==> src/rtl/dbus16_pkg.sv <==
// dbus16_pkg: shared types and constants for the dbus16 data-bus bridge.
//   dbus16_state_t      : bridge FSM states
//   dbus16_req_t        : queued request {we, addr, wdata}
//   DBUS16_TIMEOUT_DATA : read data returned by a timed-out I/O read
package dbus16_pkg;

   typedef enum logic [2:0] {
      ST_IDLE,
      ST_RAM_ACC,
      ST_RAM_RSP,
      ST_IO_WAIT,
      ST_RSP
   } dbus16_state_t;

   typedef struct packed {
      logic        we;
      logic [15:0] addr;
      logic [15:0] wdata;
   } dbus16_req_t;

   localparam logic [15:0] DBUS16_TIMEOUT_DATA = 16'hDEAD;

endpackage

==> src/rtl/dbus16_fifo.sv <==
// dbus16_fifo: 2-entry in-order request queue.
// Ports:
//   clk, reset_n      : clock, asynchronous active-low reset
//   push, push_data   : enqueue (ignored when full unless popping this cycle)
//   pop               : dequeue head (ignored when empty)
//   head              : oldest entry, valid while !empty
//   full, empty       : occupancy flags
module dbus16_fifo
   import dbus16_pkg::*;
(
   input  logic        clk,
   input  logic        reset_n,
   input  logic        push,
   input  dbus16_req_t push_data,
   input  logic        pop,
   output dbus16_req_t head,
   output logic        full,
   output logic        empty
);

   dbus16_req_t mem [2];
   logic        wr_ptr;
   logic        rd_ptr;
   logic [1:0]  count;
   logic        do_push;
   logic        do_pop;

   assign empty   = (count == 2'd0);
   assign full    = (count == 2'd2);
   assign do_pop  = pop && !empty;
   assign do_push = push && (!full || do_pop);
   assign head    = mem[rd_ptr];

   always_ff @(posedge clk or negedge reset_n) begin
      if (!reset_n) begin
         wr_ptr <= 1'b0;
         rd_ptr <= 1'b0;
         count  <= '0;
      end else begin
         if (do_push) wr_ptr <= !wr_ptr;
         if (do_pop)  rd_ptr <= !rd_ptr;
         case ({do_push, do_pop})
            2'b10:   count <= count + 2'd1;
            2'b01:   count <= count - 2'd1;
            default: count <= count;
         endcase
      end
   end

   always_ff @(posedge clk) begin
      if (do_push) mem[wr_ptr] <= push_data;
   end

endmodule

==> src/rtl/dbus16.sv <==
// dbus16: bridge between the cpu16 data port and data RAM / 8-bit I/O bus.
// Ports:
//   clk, reset_n                         : clock, asynchronous active-low reset
//   dat_rw_addr, dat_wr_data             : CPU address / write data
//   dat_rd_req, dat_wr_req               : one-cycle request strobes
//   dat_rd_data, dat_rd_rdy, dat_wr_rdy  : completion pulses (data zero when idle)
//   ram_addr, ram_wdata, ram_re, ram_we  : RAM port (ram_rdata 1-cycle latency)
//   io_addr, io_wdata, io_rd, io_wr      : I/O strobes held until io_ack
//   io_rdata, io_ack                     : I/O response
//   busy, err_ovf, err_timeout           : status, sticky error flags
// Build option: define DBUS16_TIMEOUT_EN to abort I/O waits after
// TIMEOUT_CYCLES cycles; otherwise I/O waits are unbounded.
module dbus16
   import dbus16_pkg::*;
#(
   parameter int unsigned RAM_AW         = 12,
   parameter logic [7:0]  IO_PAGE        = 8'hFF,
   parameter int unsigned TIMEOUT_CYCLES = 255
) (
   input  logic              clk,
   input  logic              reset_n,
   input  logic [15:0]       dat_rw_addr,
   input  logic [15:0]       dat_wr_data,
   input  logic              dat_rd_req,
   input  logic              dat_wr_req,
   output logic [15:0]       dat_rd_data,
   output logic              dat_rd_rdy,
   output logic              dat_wr_rdy,
   output logic [RAM_AW-1:0] ram_addr,
   output logic [15:0]       ram_wdata,
   output logic              ram_re,
   output logic              ram_we,
   input  logic [15:0]       ram_rdata,
   output logic [7:0]        io_addr,
   output logic [15:0]       io_wdata,
   output logic              io_rd,
   output logic              io_wr,
   input  logic [15:0]       io_rdata,
   input  logic              io_ack,
   output logic              busy,
   output logic              err_ovf,
   output logic              err_timeout
);

   localparam int unsigned CUR_AW = (RAM_AW > 8) ? RAM_AW : 8;

   // The timeout counter is 16 bits wide.
   if (TIMEOUT_CYCLES == 0 || TIMEOUT_CYCLES > 65535) begin : g_bad_timeout
      $error("dbus16: TIMEOUT_CYCLES must be in 1..65535");
   end

   dbus16_state_t state, state_nx;
   dbus16_req_t   in_req, head, sel;
   logic          in_valid, idle, fifo_full, fifo_empty;
   logic          pop, bypass, take, push, drop, slots_full, sel_is_io;
   logic          timeout_hit;
   logic          cur_we;
   logic [CUR_AW-1:0] cur_addr;
   logic [15:0]   cur_wdata;
   logic [15:0]   io_data;

   // A simultaneous read+write keeps only the write.
   assign in_valid = dat_rd_req | dat_wr_req;
   assign in_req   = '{we: dat_wr_req, addr: dat_rw_addr, wdata: dat_wr_data};

   // An idle bridge with nothing queued starts the incoming request directly,
   // giving first-access latency of one cycle. The request being serviced
   // holds one of the two queue slots, so while busy only one more can wait.
   assign idle       = (state == ST_IDLE);
   assign pop        = idle && !fifo_empty;
   assign bypass     = idle && fifo_empty && in_valid;
   assign take       = pop || bypass;
   assign sel        = pop ? head : in_req;
   assign sel_is_io  = (sel.addr[15:8] == IO_PAGE);
   assign slots_full = fifo_full || (!fifo_empty && !idle);
   assign push       = in_valid && !bypass && (!slots_full || pop);
   assign drop       = in_valid && !bypass && !push;
   assign busy       = !fifo_empty || !idle;

   dbus16_fifo u_fifo (
      .clk       (clk),
      .reset_n   (reset_n),
      .push      (push),
      .push_data (in_req),
      .pop       (pop),
      .head      (head),
      .full      (fifo_full),
      .empty     (fifo_empty)
   );

`ifdef DBUS16_TIMEOUT_EN
   logic [15:0] to_cnt;
   logic        err_timeout_q;

   assign timeout_hit = (state == ST_IO_WAIT) && !io_ack &&
                        (to_cnt == 16'(TIMEOUT_CYCLES - 1));
   assign err_timeout = err_timeout_q;

   // Held at zero outside IO_WAIT, so every wait starts from zero.
   always_ff @(posedge clk or negedge reset_n) begin
      if (!reset_n) begin
         to_cnt        <= '0;
         err_timeout_q <= 1'b0;
      end else begin
         to_cnt <= (state == ST_IO_WAIT) ? to_cnt + 16'd1 : '0;
         if (timeout_hit) err_timeout_q <= 1'b1;
      end
   end
`else
   assign timeout_hit = 1'b0;
   assign err_timeout = 1'b0;
`endif

   always_ff @(posedge clk or negedge reset_n) begin
      if (!reset_n) begin
         state     <= ST_IDLE;
         cur_we    <= 1'b0;
         cur_addr  <= '0;
         cur_wdata <= '0;
         io_data   <= '0;
         err_ovf   <= 1'b0;
      end else begin
         state <= state_nx;
         if (take) begin
            cur_we    <= sel.we;
            cur_addr  <= sel.addr[CUR_AW-1:0];
            cur_wdata <= sel.wdata;
         end
         if (state == ST_IO_WAIT && io_ack) io_data <= io_rdata;
         else if (timeout_hit)              io_data <= DBUS16_TIMEOUT_DATA;
         if (drop) err_ovf <= 1'b1;
      end
   end

   always_comb begin
      state_nx    = state;
      ram_addr    = '0;
      ram_wdata   = '0;
      ram_re      = 1'b0;
      ram_we      = 1'b0;
      io_addr     = '0;
      io_wdata    = '0;
      io_rd       = 1'b0;
      io_wr       = 1'b0;
      dat_rd_data = '0;
      dat_rd_rdy  = 1'b0;
      dat_wr_rdy  = 1'b0;
      case (state)
         ST_IDLE: begin
            if (take) state_nx = sel_is_io ? ST_IO_WAIT : ST_RAM_ACC;
         end
         ST_RAM_ACC: begin
            ram_addr  = cur_addr[RAM_AW-1:0];
            ram_wdata = cur_wdata;
            if (cur_we) begin
               ram_we     = 1'b1;
               dat_wr_rdy = 1'b1;
               state_nx   = ST_IDLE;
            end else begin
               ram_re   = 1'b1;
               state_nx = ST_RAM_RSP;
            end
         end
         ST_RAM_RSP: begin
            dat_rd_data = ram_rdata;
            dat_rd_rdy  = 1'b1;
            state_nx    = ST_IDLE;
         end
         ST_IO_WAIT: begin
            io_addr  = cur_addr[7:0];
            io_wdata = cur_wdata;
            io_rd    = !cur_we;
            io_wr    = cur_we;
            if (io_ack || timeout_hit) state_nx = ST_RSP;
         end
         ST_RSP: begin
            if (cur_we) begin
               dat_wr_rdy = 1'b1;
            end else begin
               dat_rd_rdy  = 1'b1;
               dat_rd_data = io_data;
            end
            state_nx = ST_IDLE;
         end
         default: state_nx = ST_IDLE;
      endcase
   end

endmodule

==> config.mk <==
export PLATFORM = sky130hd
export DESIGN_NAME = dbus16
export DESIGN_NICKNAME = d
export VERILOG_FILES = /design/src/rtl/dbus16_pkg.sv /design/src/rtl/dbus16_fifo.sv /design/src/rtl/dbus16.sv
export SDC_FILE = /design/constraint.sdc
export NUM_CORES = 1
export LEC_CHECK = 0
export CAP_MARGIN = 20
export CORE_ASPECT_RATIO = 2
export CORE_MARGIN = 5
export CORE_UTILIZATION = 52
export DETAILED_ROUTE_END_ITERATION = 12
export PLACE_DENSITY = 0.85
export SLEW_MARGIN = 5
export SYNTH_ARGS = -nofsm -noshare
export SYNTH_HDL_FRONTEND = slang
export SYNTH_SLANG_ARGS = --single-unit
==> constraint.sdc <==
create_clock -name clk -period 5 [get_ports clk]
set_input_delay 1 -clock clk [delete_from_list [all_inputs] [get_ports clk]]
set_output_delay 1 -clock clk [all_outputs]
set_load 0.1 [all_outputs]
## Yosys cells after proc, flatten, opt, wreduce, memory -nomap -nowiden

Memories as Yosys holds them, arrays and structs flattened.
Index checks and enable logic that the tools add are counted.

| word-level totals | value |
|---|---|
| register bits | 53 |
| latch bits | 0 |
| memory bits (writable) | 66 |
| memory bits (read-only) | 0 |
| memories | 1 |

| operators by class | value |
|---|---|
| add/sub/neg operators | 2 |
| $mul | 0 |
| divide/modulo/power cells | 0 |
| $lt $le $gt $ge | 0 |
| equal/unequal tests | 10 |
| shift operators | 0 |
| mux-type cells | 23 |
| bitwise logic cells | 1 |
| reduce and logical (&&, ||, !) cells | 29 |

Memories:

| name | depth | width | rd ports | clocked after memory_dff | wr ports | line | RTL |
|---|---|---|---|---|---|---|---|
| u_fifo.mem | 2 | 33 | 1 | 0 | 1 | dbus16_fifo.sv:21 | `dbus16_req_t mem [2];` |

Operators by type and width:

| kind | count |
|---|---|
| 16-bit 2-to-1 mux | 3 |
| 33-bit 2-to-1 mux | 1 |
| 16-bit one-hot mux with 2 select lines | 1 |
| 12-bit 2-to-1 mux | 1 |
| 1-bit logical AND | 10 |
| 1-bit zero test | 9 |
| 1-bit 2-to-1 mux | 9 |
| 3-bit one-hot mux with 3 select lines | 1 |
| 8-bit == test, second input constant | 1 |
| 8-bit 2-to-1 mux | 1 |
| 3-bit by 2-bit == test with 1-bit output, second input constant | 2 |
| 3-bit 2-to-1 mux | 2 |
| 1-bit logical OR | 5 |
| 2-bit == test, second input constant | 2 |
| 2-bit 2-to-1 mux | 2 |
| 2-bit one-hot mux with 2 select lines | 1 |
| 3-bit by 1-bit == test with 1-bit output, second input constant | 1 |
| 3-bit == test, second input constant | 1 |
| 3-bit zero test | 1 |
| 2-bit by 1-bit adder with 2-bit output, second input constant | 1 |
| 2-bit by 1-bit == test with 1-bit output, second input constant | 1 |
| 2-bit zero test | 1 |
| 2-bit by 1-bit != test with 1-bit output, second input constant | 1 |
| 2-bit != test, second input constant | 1 |
| other kinds (6) | 6 |

## Logic depth before layout (Yosys ltp)

| logic depth | value |
|---|---|
| word-level depth | 10 |
| gate-level depth with buffers | 8 |

## By module

A second synthesis with hierarchy kept.

| second synthesis, totals | value |
|---|---|
| cells, all modules | 417 |
| area total of the unflattened synthesis | 5363.9 µm² |

Modules (own cells, without submodules):

| module | times used | cells each | area each (µm²) | sequential area each (µm²) |
|---|---|---|---|---|
| dbus16 | 1 | 290 | 2767.7 | 1226.2 |
| dbus16_fifo | 1 | 127 | 2596.2 | 2082.0 |

## Worst setup path after synthesis

Ideal clock, no wire load.

| path | value |
|---|---|
| kind | reg2out |
| from | register state[1] |
| to | output dat_wr_rdy |
| arrival | 2758 ps |
| required time | 4000 ps |
| path slack | 1242 ps |
| stages on the path, launching flop included | 4 |
| path buffers | 2 |
| cells stage by stage | dfrtp_1 -> buf_4 -> clkbuf_1 -> nor3_1 |

| between the ends | value |
|---|---|
| cells in the longest elaborated chain, start to end | 3 |
| elaborated cells between the ends (all ways) | 4 |
| those cells by class | eq/ne (2); mux (1); reduce/logical (1) |

RTL lines:

| what | line | RTL |
|---|---|---|
| start: declaration | dbus16.sv:52 | `dbus16_state_t state, state_nx;` |
| start signal: assignment | dbus16.sv:123 | `state <= state_nx;` |
| 3-bit == test / 3-bit by 1-bit == test with 1-bit output (equally long branches) | dbus16.sv:148 | `case (state)` |
| 2-bit OR reduction (no source line) (*) | - |  |
| 1-bit 2-to-1 mux (*) | - |  |
| end: declaration | dbus16.sv:28 | `output logic dat_wr_rdy,` |

Mark *: on every way between the ends. The rest lies on a longest branch, timed or not.

## Final worst setup path

| path | value |
|---|---|
| from | register state[0] |
| to | output io_wr |

| between the ends | value |
|---|---|
| cells in the longest elaborated chain, start to end | 2 |

RTL lines:

| what | line | RTL |
|---|---|---|
| 3-bit by 2-bit == test with 1-bit output | dbus16.sv:148 |  |
| 1-bit 2-to-1 mux | dbus16.sv:148 |  |
| end: declaration | dbus16.sv:37 | `output logic io_wr,` |

No other way between the ends.

==> metrics.txt <==
fill count 668; WP data arrival 3.05 ns; met1 Usage GRT 22.7%; FP Rows 52; GR met3 Demand/Resource 6.77%; slowest stage cell, crit path clkdlybuf4s50_1; asr flop ratio synth 44.5%; first-pass GRT wire length 21400 um; Tcrit/Tclk final 81.0%; Initial Utilization 53.0%; CP max stage delay 1.14 ns; status completed; GRT busiest layer met2; Most used DFF post-synth edfxtp_1; Bufs on Longest Clock Path 2; Fin Clk Skew 0.0112 ns; reg2reg end u_fifo.mem[1][10]; I/O Buffers 144; fin nets 643; number of clock sinks 119; measured slew at the worst slew-check pin 1.04 ns; Max Clock Freq 247 MHz; max_cap viols 0; Boundary Pins 146; clock root buffer clkbuf_16; Syn Nets 505; hold_ws 0.443 ns; vias in the first global route 4201; total CTS buffers 17; TritonRoute pass-1 iters 4; R2R Path Start state[1]; EDFF count, synth 66; final count of pins violating max slew 0; setup TNS 0 ns; CP endpoint kind primary output; RSZ-0062 raised after global routing no; vias 4012; final worst slack 0.949 ns; largest net degree at the start of global routing 45; DP HPWL 9280 um; Hold Crit Class input pin to asynchronous set/reset pin; share of cells above drive strength 1 17.6%; core area 10100 um^2; Hold Violations, Final 0; Iteration-0 DRC Markers 213; Yosys reg bits 119; DRC 0; Syn Inst Count 435; commonest non-fill, non-tap cell in the layout clkdlybuf4s50_1; CTS tree done; yosys warns 0; Synth area leaders edfxtp_1 37%, dfrtp_1 25%, mux2i_1 5.2%; postcts setup bufs 0; H-tree levels 4; grt met2 use 42.4%; pre-CTS WS 1.40 ns; global route overflow 0; CP Class flip-flop to primary output; Die Y 153 um; Post-Syn Area 5340 um^2; Vias/cell 5.56; placed inst area 6750 um^2; Synth cell types 43; GPL Wtd Cong 0.799; die footprint 12500 um^2; Mean Syn Cell Area 12.3 um^2; Hold-fix buffers, CTS 0; Startpoint Class flip-flop; Finished Cell Area 7340 um^2; commonest non-fill, non-tap cells in the layout 107 x clkdlybuf4s50_1, 66 x edfxtp_1, 52 x dfrtp_1; Total Wirelength 13900 um; initial antenna violation count 1; post-route ant nets 0; final setup violation count 0; Area growth, synth to finish 37.5%; fin crit period 4.05 ns; Worst-Skew Late Latency 0.41 ns; Resized cells post-CTS 0; Worst-path clk slew 0.05 ns; worst-path maximum fanout 19; GRT Util Overall 23.0%; CP cell instances nor2b_2 -> buf_4 -> nand2_1 -> nor2_1 -> clkdlybuf4s50_1; reg2reg path depth 5; sequential area share after synthesis 61.9%; Chip Width 81.7 um; Crit path required time 4.00 ns; wire per inst 19.3 um; cell taking the most area after synthesis edfxtp_1; top-area cell type share of the netlist area 37.1%; flop-to-flop setup slack 1.91 ns; relative slew slack 30.2%
cell families after synthesis:
kind of cell,after synthesis,synth area share [%]
AOI/OAI and AO/OA,85,9.75
and+or+nand+nor,141,14.5
xor gates and xnor gates,6,0.984
DFF,119,61.9
buffers and inverters,38,3.91
muxes,44,8.62
adders and majority gates,1,0.234
other,1,0.0702
cells in the mapped netlist, types with 4 or more instances:
master,number
nand4_1,4
and2_1,28
dfrtp_1,53
buf_6,4
mux2_2,12
edfxtp_1,66
buf_2,10
and3_1,24
o21ai_0,45
a22o_1,16
nor2_1,9
clkbuf_1,13
nand2_1,34
o21ai_1,16
mux2_1,4
mux2i_1,28
nand3_1,29
buf_4,6
xnor2_1,4
stage by stage:
stage                     util [%]  cells
after global routing          72.8    722
after global placement        66.9    688
after CTS                     72.7    720
final                         72.8    722
after floorplan                  -    435
after detailed placement      66.9    688
worst max-delay path, delay by kind of cell, from the launching register on:
| kind | cells | cell delay [ns] |
|---|---|---|
| flops | 1 | 0.51 |
| simple gates | 3 | 0.66 |
| buf+inv | 2 | 1.47 |
sequential cells by signal (all words and copies together) (netlist names):
signal,count
cur_addr,12
cur_wdata,16
cur_we,1
err_ovf,1
io_data,16
state,3
u_fifo.count,2
u_fifo.mem,66
u_fifo.rd_ptr,1
u_fifo.wr_ptr,1
cell type report:
class	count	area (um^2)	share of cell area [%]
multi-input combinational	278	1840	25.1
clock buffer	18	429	5.85
inverter	3	11.3	0.153
clock inverter	14	151	2.06
tap	135	169	2.30
timing repair buffer	154	1430	19.4
antenna	1	2.50	0.0341
sequential	119	3310	45.1
routing by layer:
metal / up-vias / wire [um]
met5: - / 0
met4: 0 / 404
met3: 28 / 965
met2: 155 / 7830
met1: 1965 / 4730
li1: 1864 / -
worst max path at each step:
stage                     startpoint           end  slack (ns)
after global placement      state[2]  ram_wdata[4]        1.49
after global routing        state[0]         io_wr        0.84
after detailed placement    state[2]  ram_wdata[4]        1.40
after CTS                   state[0]         io_wr        0.94
final                       state[0]         io_wr        0.95
after floorplan             state[1]    dat_wr_rdy        1.24
Power is not shown: default switching activity piles up to over one toggle a cycle in this logic, so the estimate is an artifact.
==> RTL edit: new RTL, config.mk and constraints unchanged <==
Change the parameter `RAM_AW` from 12 to 13.
--- a/src/rtl/dbus16.sv
+++ b/src/rtl/dbus16.sv
@@ -13,7 +13,7 @@
 module dbus16
    import dbus16_pkg::*;
 #(
-   parameter int unsigned RAM_AW         = 12,
+   parameter int unsigned RAM_AW         = 13,
    parameter logic [7:0]  IO_PAGE        = 8'hFF,
    parameter int unsigned TIMEOUT_CYCLES = 255
 ) (
Interface: changed (resized ram_addr); port bits go from 146 to 147. No check against the original RTL was run, so the function may have changed too.
==> RTL edit against the original RTL <==
  * Die area increased by 1.4%
  * Cell count increased by 0.28%
  * Synthesized area increased by 1.6%
  * Via count increased by 1.7%
  * Critical endpoint is now dat_rd_data[7]
  * Synthesized cell count increased by 1.1%
  * Final area decreased by 0.55%
  * Sequential cell count increased by 1
  * Worst setup slack improved by 0.25 ns
  * Non-clock buffer count decreased by 3
  * Routed wire length decreased by 1.7%
Power is left out: the tool's default activity adds up to more than one toggle a clock period on the data nets, which glitch-free logic cannot reach.
==> RTL edit: results (changes against the original RTL) <==
Logic synthesis
  – Syn nets: 510 (was 505)
  – Post-synth ARST share: 45.00% (was 44.54%)
  – XOR/XNOR share of the synthesized area: 0.9689% (was 0.9841%)
  – Post-Synth Adder-Cell Area: 0.2307% (was 0.2343%)
  – Post-synthesis mux area share: 8.858% (was 8.622%)
  – Post-synth top cells: 66 x edfxtp_1, 54 x dfrtp_1, 33 x nand2_1 (was 66 x edfxtp_1, 53 x dfrtp_1, 45 x o21ai_0)
  – Largest cells by area after synthesis: edfxtp_1 37%, dfrtp_1 25%, mux2i_1 5.5%, and2_1 3.5%, mux2_2 3.3% (was edfxtp_1 37%, dfrtp_1 25%, mux2i_1 5.2%, o21ai_0 4.2%, and2_1 3.3%)

Place
  – Port bufs: 145 (was 144)
  – Dpl hpwl: 9348 um (was 9278 um)
  – GPL Wtd Cong: 0.8223 (was 0.7986)

Critical path
  – Reg2reg setup slack: 1.82 ns (was 1.91 ns)
  – Worst setup path end: dat_rd_data[7] (was io_wr)
  – Delay-heaviest family, CP: simple AND/OR/NAND/NOR gates (was buffers and inverters)
  – Slowest cell delay on critical path: 0.80 ns (was 1.14 ns)
  – Crit path from: state[1]$_DFFE_PN0P_ (was state[0]$_DFFE_PN0P_)
  – R2R Path End: u_fifo.mem[1][16]$_DFFE_PP_ (was u_fifo.mem[1][10]$_DFFE_PP_)
  – Max stage delay cell, worst path: nor3b_2 (was clkdlybuf4s50_1)

Layout
  – Clk cell area share: 7.798% (was 7.909%)
  – Seq cells: 120 (was 119)
  – Share of layout cells above drive strength 1: 23.98% (was 17.58%)
  – Seq area share: 45.67% (was 45.08%)
  – Nonclk buf count: 151 (was 154)
  – Non-clk buf share: 17.86% (was 19.41%)
  – #MultiIn Comb: 283 (was 278)
  – Multi-input gate area: 1914 sq um (was 1843 sq um)
  – Final Net Count: 645 (was 643)

Global route
  – First-pass GRT wire length: 21420 um (was 21360 um)
  – Largest net degree at the start of global routing: 55 (was 45)
  – Met3 usage: 6.868% (was 6.773%)
  – Number of global-route vias before repair: 4357 (was 4201)

Routing
  – Via-to-Cell Ratio: 5.637 (was 5.557)
  – DRT Pass-1 Iters: 5 (was 4)
  – Initial DRC Count: 293 (was 213)

Outcome
  – Status: finished clean (unchanged)

STA
  – Fin Clk Skew: 0.01134 ns (was 0.01118 ns)
  – Max-slew headroom: 29.98% (was 30.25%)
[RTL edit: cell types whose count changed after synthesis, sizes merged, moves of 2 or more]
cell,change
a211oi,+2
a21o,+2
and3,+2
mux2i,+2
nand3,+2
nand4,-2
nor3,-3
o21ai,-2
o22ai,-2
[RTL edit: logic make-up after synthesis]
kind of cell / Yosys count
other cells: 1
simple gates: 144
compound gates: 85
flops: 120
xor+xnor: 6
fa+ha+maj: 1
mux: 46
buf+inv: 37
[RTL edit: stage by stage]
| step | cell area, sq um | utilization, % | hold WS [ns] | instances | worst slack, ns |
|---|---|---|---|---|---|
| 2_1_floorplan | 5424 | - | 0.4387 | 440 | 1.689 |
| 3_3_place_gp | 6729 | 66.30 | 0.4583 | 691 | 1.713 |
| 3_5_place_dp | 6729 | 66.30 | 0.4584 | 691 | 1.593 |
| 4_1_cts | 7298 | 71.91 | 0.4699 | 723 | 1.156 |
| 5_1_grt | 7301 | 71.93 | 0.4896 | 724 | 1.032 |
| 6_report | 7301 | 71.93 | 0.4665 | 724 | 1.203 |
